<file path="src/rtl/block_rev_ctrl_pkg.sv">
// rtl/block_rev_ctrl_pkg.sv - shared types and constants for the block reverser
package block_rev_ctrl_pkg;

  localparam int WORD_W = 64;

  typedef enum logic [1:0] {
    IDLE  = 2'd0,
    FILL  = 2'd1,
    DRAIN = 2'd2
  } state_e;

endpackage

</file>
<file path="src/rtl/block_rev_ctrl_if.sv">
// rtl/block_rev_ctrl_if.sv - input/output word streams of the block reverser
interface block_rev_ctrl_if;
  import block_rev_ctrl_pkg::*;

  logic              in_valid;
  logic              in_ready;
  logic [WORD_W-1:0] in_data;
  logic              out_valid;
  logic              out_ready;
  logic [WORD_W-1:0] out_data;
  logic              out_last;

  // Producer/consumer side (testbench or upstream/downstream logic)
  modport master (
    output in_valid,
    output in_data,
    output out_ready,
    input  in_ready,
    input  out_valid,
    input  out_data,
    input  out_last
  );

  // Block reverser side
  modport slave (
    input  in_valid,
    input  in_data,
    input  out_ready,
    output in_ready,
    output out_valid,
    output out_data,
    output out_last
  );

endinterface

</file>
<file path="src/rtl/block_rev_ctrl_byte_rev64.sv">
// rtl/block_rev_ctrl_byte_rev64.sv - combinational byte-order reversal of one word
module byte_rev64
  import block_rev_ctrl_pkg::*;
(
  input  logic [WORD_W-1:0] data_i,
  output logic [WORD_W-1:0] data_o
);

  localparam int NB = WORD_W / 8;

  // Byte i moves to byte NB-1-i; bit order inside each byte is kept
  always_comb begin
    data_o = '0;
    for (int i = 0; i < NB; i++) begin
      data_o[8*i +: 8] = data_i[8*(NB-1-i) +: 8];
    end
  end

endmodule

</file>
<file path="src/rtl/block_rev_ctrl.sv">
// rtl/block_rev_ctrl.sv - buffers a block of words and replays it reversed, byte-swapped
module block_rev_ctrl
  import block_rev_ctrl_pkg::*;
#(
  parameter int DEPTH = 8
) (
  input  logic                   clk,
  input  logic                   rst,
  input  logic                   start,
  input  logic [$clog2(DEPTH):0] len,
  block_rev_ctrl_if.slave        bus,
  output logic                   busy,
  output logic                   done,
  output logic                   err
);

  localparam int AW = $clog2(DEPTH);
  localparam int LW = AW + 1;

  state_e            state_q, state_d;
  logic [LW-1:0]     len_q, len_d;
  logic [LW-1:0]     wr_cnt_q, wr_cnt_d;
  logic [AW-1:0]     rd_idx_q, rd_idx_d;
  logic              done_q, done_d;
  logic              err_q, err_d;
  logic [WORD_W-1:0] buf_q [DEPTH];

  logic [LW-1:0]     len_m1;
  logic              len_ok;
  logic              wr_en;
  logic [WORD_W-1:0] rd_word;
  logic [WORD_W-1:0] rev_word;

  logic              in_ready_c;
  logic              out_valid_c;
  logic              out_last_c;

  assign len_m1 = len_q - LW'(1);
  assign len_ok = (len != '0) && (len <= LW'(DEPTH));
  assign wr_en  = (state_q == FILL) && bus.in_valid;

  // State and counter registers; buffer contents are deliberately left out of reset
  always_ff @(posedge clk) begin
    if (rst) begin
      state_q  <= IDLE;
      len_q    <= '0;
      wr_cnt_q <= '0;
      rd_idx_q <= '0;
      done_q   <= 1'b0;
      err_q    <= 1'b0;
    end else begin
      state_q  <= state_d;
      len_q    <= len_d;
      wr_cnt_q <= wr_cnt_d;
      rd_idx_q <= rd_idx_d;
      done_q   <= done_d;
      err_q    <= err_d;
    end
  end

  // Next state: capture on start, count words in, walk the buffer backwards out
  always_comb begin
    state_d  = state_q;
    len_d    = len_q;
    wr_cnt_d = wr_cnt_q;
    rd_idx_d = rd_idx_q;
    done_d   = 1'b0;
    err_d    = 1'b0;
    case (state_q)
      IDLE: begin
        if (start) begin
          if (len_ok) begin
            len_d    = len;
            wr_cnt_d = '0;
            state_d  = FILL;
          end else begin
            err_d = 1'b1;
          end
        end
      end
      FILL: begin
        if (bus.in_valid) begin
          wr_cnt_d = wr_cnt_q + LW'(1);
          if (wr_cnt_q == len_m1) begin
            state_d  = DRAIN;
            rd_idx_d = len_m1[AW-1:0];
          end
        end
      end
      DRAIN: begin
        if (bus.out_ready) begin
          if (rd_idx_q == '0) begin
            state_d = IDLE;
            done_d  = 1'b1;
          end else begin
            rd_idx_d = rd_idx_q - AW'(1);
          end
        end
      end
      default: state_d = IDLE;
    endcase
  end

  // Word buffer write port
  always_ff @(posedge clk) begin
    if (wr_en) begin
      buf_q[wr_cnt_q[AW-1:0]] <= bus.in_data;
    end
  end

  assign rd_word = buf_q[rd_idx_q];

  byte_rev64 u_byte_rev (
    .data_i (rd_word),
    .data_o (rev_word)
  );

  // Handshake and status outputs decoded from the current state
  always_comb begin
    in_ready_c  = (state_q == FILL);
    out_valid_c = (state_q == DRAIN);
    out_last_c  = (state_q == DRAIN) && (rd_idx_q == '0);
    busy        = (state_q != IDLE);
    done        = done_q;
    err         = err_q;
  end

  assign bus.in_ready  = in_ready_c;
  assign bus.out_valid = out_valid_c;
  assign bus.out_last  = out_last_c;
  assign bus.out_data  = rev_word;

endmodule

</file>
<file path="src/flat_wrapper.sv">
// flat-port wrapper written by rule: the top's interface ports become plain ports
module block_rev_ctrl_flat import block_rev_ctrl_pkg::*;
#(
  parameter int DEPTH = 8
)
  (clk, rst, start, len, busy, done, err, bus_in_valid, bus_in_data, bus_out_ready, bus_in_ready, bus_out_valid, bus_out_data, bus_out_last);
  block_rev_ctrl_if bus_i ();
  input  logic clk;
  input  logic rst;
  input  logic start;
  input  logic [$clog2(DEPTH):0] len;
  output logic busy;
  output logic done;
  output logic err;
  input wire logic [$bits(bus_i.in_valid)-1:0] bus_in_valid;
  input wire logic [$bits(bus_i.in_data)-1:0] bus_in_data;
  input wire logic [$bits(bus_i.out_ready)-1:0] bus_out_ready;
  output wire logic [$bits(bus_i.in_ready)-1:0] bus_in_ready;
  output wire logic [$bits(bus_i.out_valid)-1:0] bus_out_valid;
  output wire logic [$bits(bus_i.out_data)-1:0] bus_out_data;
  output wire logic [$bits(bus_i.out_last)-1:0] bus_out_last;
  assign bus_i.in_valid = bus_in_valid;
  assign bus_i.in_data = bus_in_data;
  assign bus_i.out_ready = bus_out_ready;
  assign bus_in_ready = bus_i.in_ready;
  assign bus_out_valid = bus_i.out_valid;
  assign bus_out_data = bus_i.out_data;
  assign bus_out_last = bus_i.out_last;
  block_rev_ctrl #(.DEPTH(DEPTH)) u_core (.clk(clk), .rst(rst), .start(start), .len(len), .bus(bus_i), .busy(busy), .done(done), .err(err));
endmodule
</file>
<file path="config.mk">
export PLATFORM = sky130hd
export DESIGN_NAME = block_rev_ctrl_flat
export DESIGN_NICKNAME = d
export VERILOG_FILES = /design/src/rtl/block_rev_ctrl_pkg.sv /design/src/rtl/block_rev_ctrl_if.sv /design/src/rtl/block_rev_ctrl_byte_rev64.sv /design/src/rtl/block_rev_ctrl.sv /design/src/flat_wrapper.sv
export SDC_FILE = /design/constraint.sdc
export NUM_CORES = 1
export LEC_CHECK = 0
export BUFFER_PORTS_ARGS = -buffer_cell sky130_fd_sc_hd__buf_2
export CORE_UTILIZATION = 54
export CTS_BUF_LIST = sky130_fd_sc_hd__clkbuf_4 sky130_fd_sc_hd__clkbuf_8 sky130_fd_sc_hd__clkbuf_16
export CTS_CLUSTER_SIZE = 14
export DETAILED_ROUTE_END_ITERATION = 16
export GPL_TIMING_DRIVEN = 0
export PLACE_DENSITY = 0.75
export SYNTH_ARGS = -nofsm -noshare
export SYNTH_HDL_FRONTEND = slang
export SYNTH_SLANG_ARGS = --single-unit
</file>
<file path="constraint.sdc">
create_clock -name clk -period 7.05 [get_ports clk]
set_clock_uncertainty 0.1 [all_clocks]
set_input_delay 1.41 -clock clk [delete_from_list [all_inputs] [get_ports clk]]
set_output_delay 1.41 -clock clk [all_outputs]
set_load 0.01 [all_outputs]
</file>
==> parameters.txt, run 1 <==
Parameter                              Value

STA
  RSZ-0062 raised after global routing ... false
  Hold violation count in the final report ... 0
  Count of final setup violators ... 0
  Highest achievable clock rate ... 222 MHz
  Relative slew slack ... roughly 39%
  Tightest Pin Transition ... 922 ps
  Minimum setup slack in the final design ... around 2600 ps
  Final setup TNS ... 0 ps
  Period utilization ... a little under two thirds
  Min cycle time layout ... 4500 ps
  Final Slew Violations ... 0

Worst setup path
  Endpoint of the most critical register-to-register path ... u_core.buf_q[0][49]$_DFFE_PP_
  Crit. End Element ... output port
  Worst reg2reg path startpoint ... u_core.state_q[1]$_SDFFE_PP0P_
  Levels on crit path ... 5
  Cell count of the worst reg-to-reg path ... 8
  Setup slack on the worst flop-to-flop path ... 4270 ps
  Maximum single-stage delay on the critical path ... 610 ps
  Required time of the critical path ... approximately 5500 ps
  Arrival time of the worst setup path ... 2990 ps
  Critical path startpoint category ... flip-flop
  Number of buffer and inverter stages on the critical path ... 3
  Critical path's top delay family ... buffers and inverters
  Library cell contributing the largest single delay on the critical path ... sky130_fd_sc_hd__buf_1
  Critical path class ... reg2out
  Termination of the worst setup path ... bus_out_data[19]
  Critical path cell sequence ... clkbuf_1 -> buf_1 -> mux4_2 -> mux2_2 -> buf_2
  Largest fanout on the critical path ... 10

CTS
  Count of hold-fix buffers inserted at cts ... 0
  Clock tree buffer depth ... 3
  Cts repair resizes ... 0
  Sink Count ... 530
  Clock Tree Root ... sky130_fd_sc_hd__clkbuf_16
  TritonCTS clock tree ... built
  Later-pin clock latency in the skew report ... 560 ps
  TritonCTS buffer count ... 50
  Number of H-tree levels ... 2
  Post-CTS Setup Repair Bufs ... 0
  CTS clk-pin slew, worst paths ... roughly 70 ps

Route
  Sum of met2 wire segment lengths after detailed routing ... approximately 19 mm
  Highest routed metal layer ... met5
  Routed met3 length ... 2.76 mm
  Vias post-DR ... around 9300
  Total Routed Length ... approximately 40 mm
  Per-cell via count in the routed design ... between 5 and 6
  Per-cell routed wire length ... about 25 um
  Wire length on met1 ... between 15 and 20 mm
  First-iteration detailed-routing DRC count ... between 800 and 900
  Residual DRC ... 0
  Router iterations before antenna repair ... 5
  Number of routed nets with antenna violations ... 0

Synth
  Number of nets produced by synthesis ... ~930
  Post-synth top area share ... about three quarters
  Async SR Flop Fraction ... 0%
  Synthesized flop and latch total ... 530
  Post-Syn Area per Cell ... 23.6 um^2
  Largest cells by area after synthesis ... sky130_fd_sc_hd__edfxtp_1, sky130_fd_sc_hd__mux4_2, sky130_fd_sc_hd__mux2_2
  Netlist area before placement ... 20100 um^2
  Number of standard cells after synthesis ... 850
  Dominant synthesized flop cell ... sky130_fd_sc_hd__edfxtp_1
  Cell accounting for the most synthesized area ... sky130_fd_sc_hd__edfxtp_1
  Yosys Warn Count ... 0
  Post-synthesis cell type count ... 33
  Share of synthesized area occupied by flip-flops and latches ... between 70% and 80%
  Post-synth EDFFs ... around 500

Cells and area
  Layout fillers ... approximately 2400
  Post-layout util ... ~64%
  Number of nets in the finished design ... between 1000 and 1500
  Share of cells above drive strength 1 ... 41.8%
  Area growth from synthesis to layout ... 17.5%
  Post-Layout Cell Count ... roughly 1600

Power and ir drop
  Logic gate share of total power ... between 6 and 7%
  Switching power ... ~1.3 mW
  Cell area power density ... ~270 nW/um^2
  Internal power ... ~5 mW
  VDD IR-drop max ... around 0.00018 V
  Share of power burned in registers ... 54.1%
  Clock group share of total power ... between 30 and 40%
  Switching fraction of total power ... between 20% and 30%
  Leakage dissipation ... 7.62 nW

Floorplanning
  DIE WIDTH ... slightly below 200 um
  Number of standard-cell rows in the floorplan ... 70
  Die Footprint ... ~38000 um^2
  Starting utilization of the core area ... between 50% and 60%
  Placeable core region ... about 37000 um^2
  Chip Height ... 195 um
  Top-level port count ... 143

Place
  # port buffers ... between 100 and 150
  Post-DP HPWL ... around 25 mm
  Worst Setup Slack post-DPL ... between 3000 and 4000 ps
  GPL Wtd Cong ... 0.775
  Placed cell count ... approximately 1500

Global routing
  Number of global-route vias before repair ... 9779
  Total grt overflow ... 0
  Overall fraction of global-route tracks in use ... roughly 21%
  Pin count of the biggest net entering global routing ... 25
  Global-route wire length before repair ... a little under 60 mm
  Antenna violations before repair ... 6

Status
  Run status ... completed

Hold path
  Type of the most critical hold path ... reg2reg

Flow run
  Count of maximum capacitance violations ... 0
[kinds of logic (layout without fill, tap and decap cells)]
| logic type | after synthesis | after routing | synth area share, % |
|---|---|---|---|
| buffers and inverters | 48 | 314 | 0.985 |
| and+or+nand+nor | 44 | 44 | 1.14 |
| muxes | 197 | 197 | 18.2 |
| DFF | 530 | 530 | 78.4 |
| other | 0 | 3 | 0 |
| adders and majority gates | 4 | 4 | 0.249 |
| xor gates and xnor gates | 8 | 8 | 0.349 |
| AOI/OAI and AO/OA | 19 | 19 | 0.636 |
[cell type report]
class                   count  area, um^2  share of cell area (%)
flip-flops and latches    530       15700                    66.7
multi-input cells         272        4190                    17.8
clock buffers              63        1400                    5.94
repair buffers            176        1320                    5.59
well taps                 468         586                    2.48
plain buffers              39         164                   0.695
clock inverters            27         141                   0.600
inverters                   9        33.8                   0.143
diodes                      3        7.51                  0.0318
[metal layers]
layer / up-vias / global-route usage, %
met5: - / 0
met1: 4849 / 30.2
met4: 6 / 6.33
met2: 353 / 34.6
li1: 4071 / -
met3: 62 / 4.32
[worst reg2reg max path, delay by kind of cell, from the launching register on]
kind                   cells  cell delay (ps)
buffers and inverters      4              790
flip-flops                 1              330
AND/OR/NAND/NOR            4             1280
[flip-flops by register name, summed over array words and instances, names as in the netlist, named ones only]
| name | count |
|---|---|
| u_core.buf_q | 512 |
| u_core.len_q | 4 |
| u_core.wr_cnt_q | 4 |
| u_core.rd_idx_q | 3 |
| u_core.state_q | 2 |
| u_core.done | 1 |
| u_core.err | 1 |
[power groups by stage]
stage	logic (mW)	registers, mW	clock network [mW]
floorplan	0.282	3.55	0
global placement	0.422	3.55	0
detailed placement	0.439	3.54	0
CTS	0.442	3.48	2.55
global route	0.469	3.48	2.67
finish	0.433	3.48	2.52
[Yosys cell counts (2+ instances only)]
cell                       instances
sky130_fd_sc_hd__xor2_1            4
sky130_fd_sc_hd__dfxtp_1          18
sky130_fd_sc_hd__edfxtp_1        512
sky130_fd_sc_hd__nor2_1           11
sky130_fd_sc_hd__clkbuf_1         22
sky130_fd_sc_hd__xnor2_1           4
sky130_fd_sc_hd__and3_1            3
sky130_fd_sc_hd__nor3_1            5
sky130_fd_sc_hd__nand3_1           6
sky130_fd_sc_hd__buf_1             3
sky130_fd_sc_hd__inv_1             9
sky130_fd_sc_hd__ha_1              4
sky130_fd_sc_hd__nand2b_1          3
sky130_fd_sc_hd__o311ai_0          2
sky130_fd_sc_hd__o31ai_1           4
sky130_fd_sc_hd__a21oi_1           6
sky130_fd_sc_hd__nand2_1           7
sky130_fd_sc_hd__mux2_2           66
sky130_fd_sc_hd__or3_1             2
sky130_fd_sc_hd__mux4_2          128
sky130_fd_sc_hd__buf_2            14
sky130_fd_sc_hd__mux2i_1           3
sky130_fd_sc_hd__a211o_1           2
sky130_fd_sc_hd__o21ai_0           3
[metrics by stage]
| step | hold slack [ps] | total power [mW] | cell area (um^2) |
|---|---|---|---|
| global route | 434 | 6.62 | 23600 |
| floorplan | 367 | 3.83 | 20100 |
| finish | 420 | 6.43 | 23600 |
| detailed placement | 396 | 3.98 | 22000 |
| CTS | 410 | 6.47 | 23600 |
| global placement | 392 | 3.97 | 21400 |
[layout by cell type (no fill, tap or decap), drive strengths merged, types with 7 or more instances in the layout]
cell / n
nor2: 11
mux4: 128
dfxtp: 18
inv: 9
clkbuf: 85
edfxtp: 512
nand2: 7
clkinv: 25
mux2: 66
buf: 193
[worst min path at each step]
stage                                    startpoint                         endpoint  slack, ps  depth (start not counted)
finish              u_core.rd_idx_q[1]$_SDFFE_PP0P_  u_core.rd_idx_q[1]$_SDFFE_PP0P_        420                          2
CTS                 u_core.rd_idx_q[1]$_SDFFE_PP0P_  u_core.rd_idx_q[1]$_SDFFE_PP0P_        410                          2
floorplan           u_core.rd_idx_q[1]$_SDFFE_PP0P_                        flip-flop        370                          2
global placement    u_core.rd_idx_q[1]$_SDFFE_PP0P_  u_core.rd_idx_q[1]$_SDFFE_PP0P_        390                          2
global route        u_core.rd_idx_q[1]$_SDFFE_PP0P_  u_core.rd_idx_q[1]$_SDFFE_PP0P_        430                          2
detailed placement  u_core.rd_idx_q[1]$_SDFFE_PP0P_  u_core.rd_idx_q[1]$_SDFFE_PP0P_        400                          2
No activity file was read; power rests on OpenSTA's default activity.
==> inputs of run 2 (changes only) <==
--- a/config.mk
+++ b/config.mk
@@ -5,6 +5,7 @@
 export SDC_FILE = /design/constraint.sdc
 export NUM_CORES = 1
 export LEC_CHECK = 0
+export ABC_AREA = 1
 export BUFFER_PORTS_ARGS = -buffer_cell sky130_fd_sc_hd__buf_2
 export CORE_UTILIZATION = 54
 export CTS_BUF_LIST = sky130_fd_sc_hd__clkbuf_4 sky130_fd_sc_hd__clkbuf_8 sky130_fd_sc_hd__clkbuf_16
==> constraint.sdc (replaced) <==
create_clock -name clk -period 3.85 [get_ports clk]
set_clock_uncertainty 0.1 [all_clocks]
set_input_delay 0.77 -clock clk [delete_from_list [all_inputs] [get_ports clk]]
set_output_delay 0.77 -clock clk [all_outputs]
set_load 0.01 [all_outputs]
==> parameters.txt, run 2 <==
Parameter                              Value

Status
  Run status ... completed

CTS
  Number of H-tree levels ... 2 (unchanged)
  Count of hold-fix buffers inserted at cts ... 0 (unchanged)
  Later-pin clock latency in the skew report ... 580 ps (+20 ps)
  Clock tree buffer depth ... 3 (unchanged)
  Clock Tree Root ... sky130_fd_sc_hd__clkbuf_16
  Post-CTS Setup Repair Bufs ... 0 (unchanged)
  Sink Count ... 530 (unchanged)
  TritonCTS buffer count ... 52 (+4.0%)
  TritonCTS clock tree ... built
  CTS clk-pin slew, worst paths ... 60 ps (about the same)

Hold path
  Worst hold path cell count ... 1 (-1)
  Type of the most critical hold path ... in2reg

Cells and area
  Post-layout util ... 64.3% (-0.067 points)
  Number of flip-flops in the largest register ... 512 (unchanged)
  Most frequent standard cell in the layout excluding fill and tap cells ... sky130_fd_sc_hd__edfxtp_1
  Highest-count cells in the layout ignoring fill and taps ... sky130_fd_sc_hd__edfxtp_1, sky130_fd_sc_hd__nor2_1, sky130_fd_sc_hd__nand2_1
  Share of cells above drive strength 1 ... 15.8% (-26 points)
  Number of nets in the finished design ... 1903 (+65%)
  Area growth from synthesis to layout ... 16.8%
  Final instance area ... 24300 um^2 (+3.0%)
  Layout fillers ... 2748 (+16%)

Place
  Post-DP HPWL ... 32.3 mm (+31%)
  Worst Setup Slack post-DPL ... 810 ps (-2280 ps)
  # port buffers ... 141 (-0.70%)
  GPL Wtd Cong ... 0.824 (+6.3%)
  Instance area at placement ... 22600 um^2 (+2.8%)

Synth
  Async SR Flop Fraction ... 0% (unchanged)
  Dominant synthesized flop cell ... sky130_fd_sc_hd__edfxtp_1
  Post-synthesis cell type count ... 21 (-36%)
  Number of nets produced by synthesis ... 1688 (+82%)
  Largest cells by area after synthesis ... sky130_fd_sc_hd__edfxtp_1, sky130_fd_sc_hd__nor2_1, sky130_fd_sc_hd__o32ai_1
  Leading cell type by number of instances after synthesis ... sky130_fd_sc_hd__edfxtp_1
  Yosys Warn Count ... 0 (unchanged)
  Post-synth EDFFs ... 512 (unchanged)
  Post-synth top area share ... 73.9% (-2.7 points)
  Netlist area before placement ... 20800 um^2 (+3.6%)
  Post-Syn Area per Cell ... 12.9 um^2 (-45%)
  Share of synthesized area occupied by flip-flops and latches ... 75.7% (-2.7 points)
  Cell accounting for the most synthesized area ... sky130_fd_sc_hd__edfxtp_1
  Most frequent cells after synthesis ... sky130_fd_sc_hd__edfxtp_1, sky130_fd_sc_hd__nor2_1, sky130_fd_sc_hd__nand2_1
  Number of standard cells after synthesis ... 1611 (+90%)
  Synthesized flop and latch total ... 530 (unchanged)

STA
  Minimum setup slack in the final design ... 176 ps (-2380 ps)
  Hold violation count in the final report ... 0 (unchanged)
  Min cycle time layout ... between 3000 and 4000 ps
  Relative slew slack ... 42.0% (+3.5 points)
  Highest achievable clock rate ... 272 MHz
  Tightest Pin Transition ... 867 ps (-55.1 ps)
  Period utilization ... a little over nine tenths
  Count of final setup violators ... 0 (unchanged)
  Final Slew Violations ... 0 (unchanged)
  RSZ-0062 raised after global routing ... false

Route
  Per-cell via count in the routed design ... 5.87 (-0.33%)
  Per-cell routed wire length ... 21.9 um (-13%)
  Router iterations before antenna repair ... 6 (+1)
  Vias post-DR ... 14000 (+50%)
  First-iteration detailed-routing DRC count ... 1784 (+100%)
  Residual DRC ... 0 (unchanged)
  Number of routed nets with antenna violations ... 0 (unchanged)
  Total Routed Length ... 52.4 mm (+31%)

Global routing
  Antenna violations before repair ... 7 (+1)
  Total grt overflow ... 0 (unchanged)
  Pin count of the biggest net entering global routing ... 28 (+12%)
  Overall fraction of global-route tracks in use ... 26.9% (+5.5 points)
  Global-route wire length before repair ... 78.4 mm (+31%)
  Number of global-route vias before repair ... 13800 (+41%)

Worst setup path
  Largest fanout on the critical path ... 10 (unchanged)
  Arrival time of the worst setup path ... 2800 ps (-190 ps)
  Critical path class ... reg2out
  Required time of the critical path ... 2980 ps (-2560 ps)
  Critical path startpoint category ... flip-flop
  Crit. End Element ... output port
  Cell count of the worst reg-to-reg path ... 8 (unchanged)

Floorplanning
  Die Footprint ... 39300 um^2 (+3.6%)
  Number of standard-cell rows in the floorplan ... 71 (+1.4%)
  Chip Height ... 198 um (+1.8%)
  Placeable core region ... 37800 um^2 (+3.1%)
  DIE WIDTH ... 198 um (+1.8%)
  Starting utilization of the core area ... 55.1% (+0.27 points)
  Top-level port count ... 143 (unchanged)

Flow run
  Count of maximum capacitance violations ... 0 (unchanged)

Power and ir drop
  Leakage dissipation ... 8.53 nW (+12%)
  Cell area power density ... 473 nW/um^2 (+74%)
  VDD IR-drop max ... 0.000336 V (+84%)
## run 2: cell types whose count changed after synthesis, sizes merged, moves of 15 or more
| cell | delta |
|---|---|
| mux2 | -66 |
| nand3 | +15 |
| nand2 | +235 |
| clkbuf | +28 |
| nor2 | +401 |
| o32ai | +127 |
| buf | +31 |
| o21ai | +131 |
| mux4 | -128 |
| inv | +16 |
## run 2: cells by family (layout without fill, tap and decap cells)
logic type | Yosys count | count (layout) | synth area share, %
adder cells (fa/ha/maj) | 4 | 4 | 0.241
XOR/XNOR | 1 | 1 | 0.0421
AO/OA/AOI/OAI | 272 | 272 | 8.87
buffers and inverters | 123 | 382 | 2.70
AND/OR/NAND/NOR | 681 | 681 | 12.5
other | 0 | 6 | 0
flip-flops | 530 | 530 | 75.7
## run 2: area by class of cell
| class | count | area [um^2] | area share, % |
|---|---|---|---|
| diodes | 6 | 15.0 | 0.0618 |
| plain buffers | 98 | 469 | 1.93 |
| clock buffers | 66 | 1420 | 5.86 |
| clock inverters | 32 | 201 | 0.829 |
| inverters | 25 | 93.8 | 0.386 |
| multi-input cells | 958 | 4560 | 18.8 |
| flip-flops and latches | 530 | 15700 | 64.8 |
| well taps | 511 | 639 | 2.63 |
| repair buffers | 161 | 1150 | 4.73 |
## run 2: critical path, cell delays in order, from the launching register on
cell,delay [ps]
sky130_fd_sc_hd__dfxtp_1,430
sky130_fd_sc_hd__clkbuf_1,550
sky130_fd_sc_hd__clkbuf_1,480
sky130_fd_sc_hd__o21ai_0,190
sky130_fd_sc_hd__o32ai_1,200
sky130_fd_sc_hd__nand2_1,80
sky130_fd_sc_hd__nand2_1,150
sky130_fd_sc_hd__buf_2,150
## run 2: through the flow
step	TNS (ps)	instances	power [mW]	hold slack, ps
after global placement	-1132160	2263	6.77	381
after global routing	0	2383	11.8	329
after floorplan	-122610	1611	6.62	367
final	0	2387	11.5	346
after detailed placement	0	2283	6.79	405
after CTS	0	2381	11.5	312
## run 2: per-layer routing
layer	vias up	GRT usage, %	share of wire, %
met5	-	0	0.12
met4	10	9.22	2.7
met3	114	4.94	9.3
met2	720	45.1	49
met1	6842	35.5	39
li1	6318	-	-
## run 2: power breakdown
group          switching, mW  internal (mW)
registers             0.0128           6.36
logic                  0.204         0.0924
clock network           2.08           2.75
total                   2.30           9.20
## run 2: final timing paths
path / from / slack (ps) / endpoint
worst max-delay path: flip-flop / 180 / bus_out_data[59]
worst min register to register: u_core.len_q[3]$_SDFFE_PP0P_ / 410 / u_core.len_q[3]$_SDFFE_PP0P_
worst min-delay path: bus_in_data[55] / 350 / u_core.buf_q[2][55]$_DFFE_PP_
worst max register to register: u_core.state_q[0]$_SDFFE_PP0P_ / 1020 / u_core.buf_q[6][29]$_DFFE_PP_
## run 2: repair_timing
action / 4_1_cts / 5_1_grt
hold endpoints to repair: 0 / 0
resized for setup: 0 / 2
endpoints found under the setup margin: 0 / 1
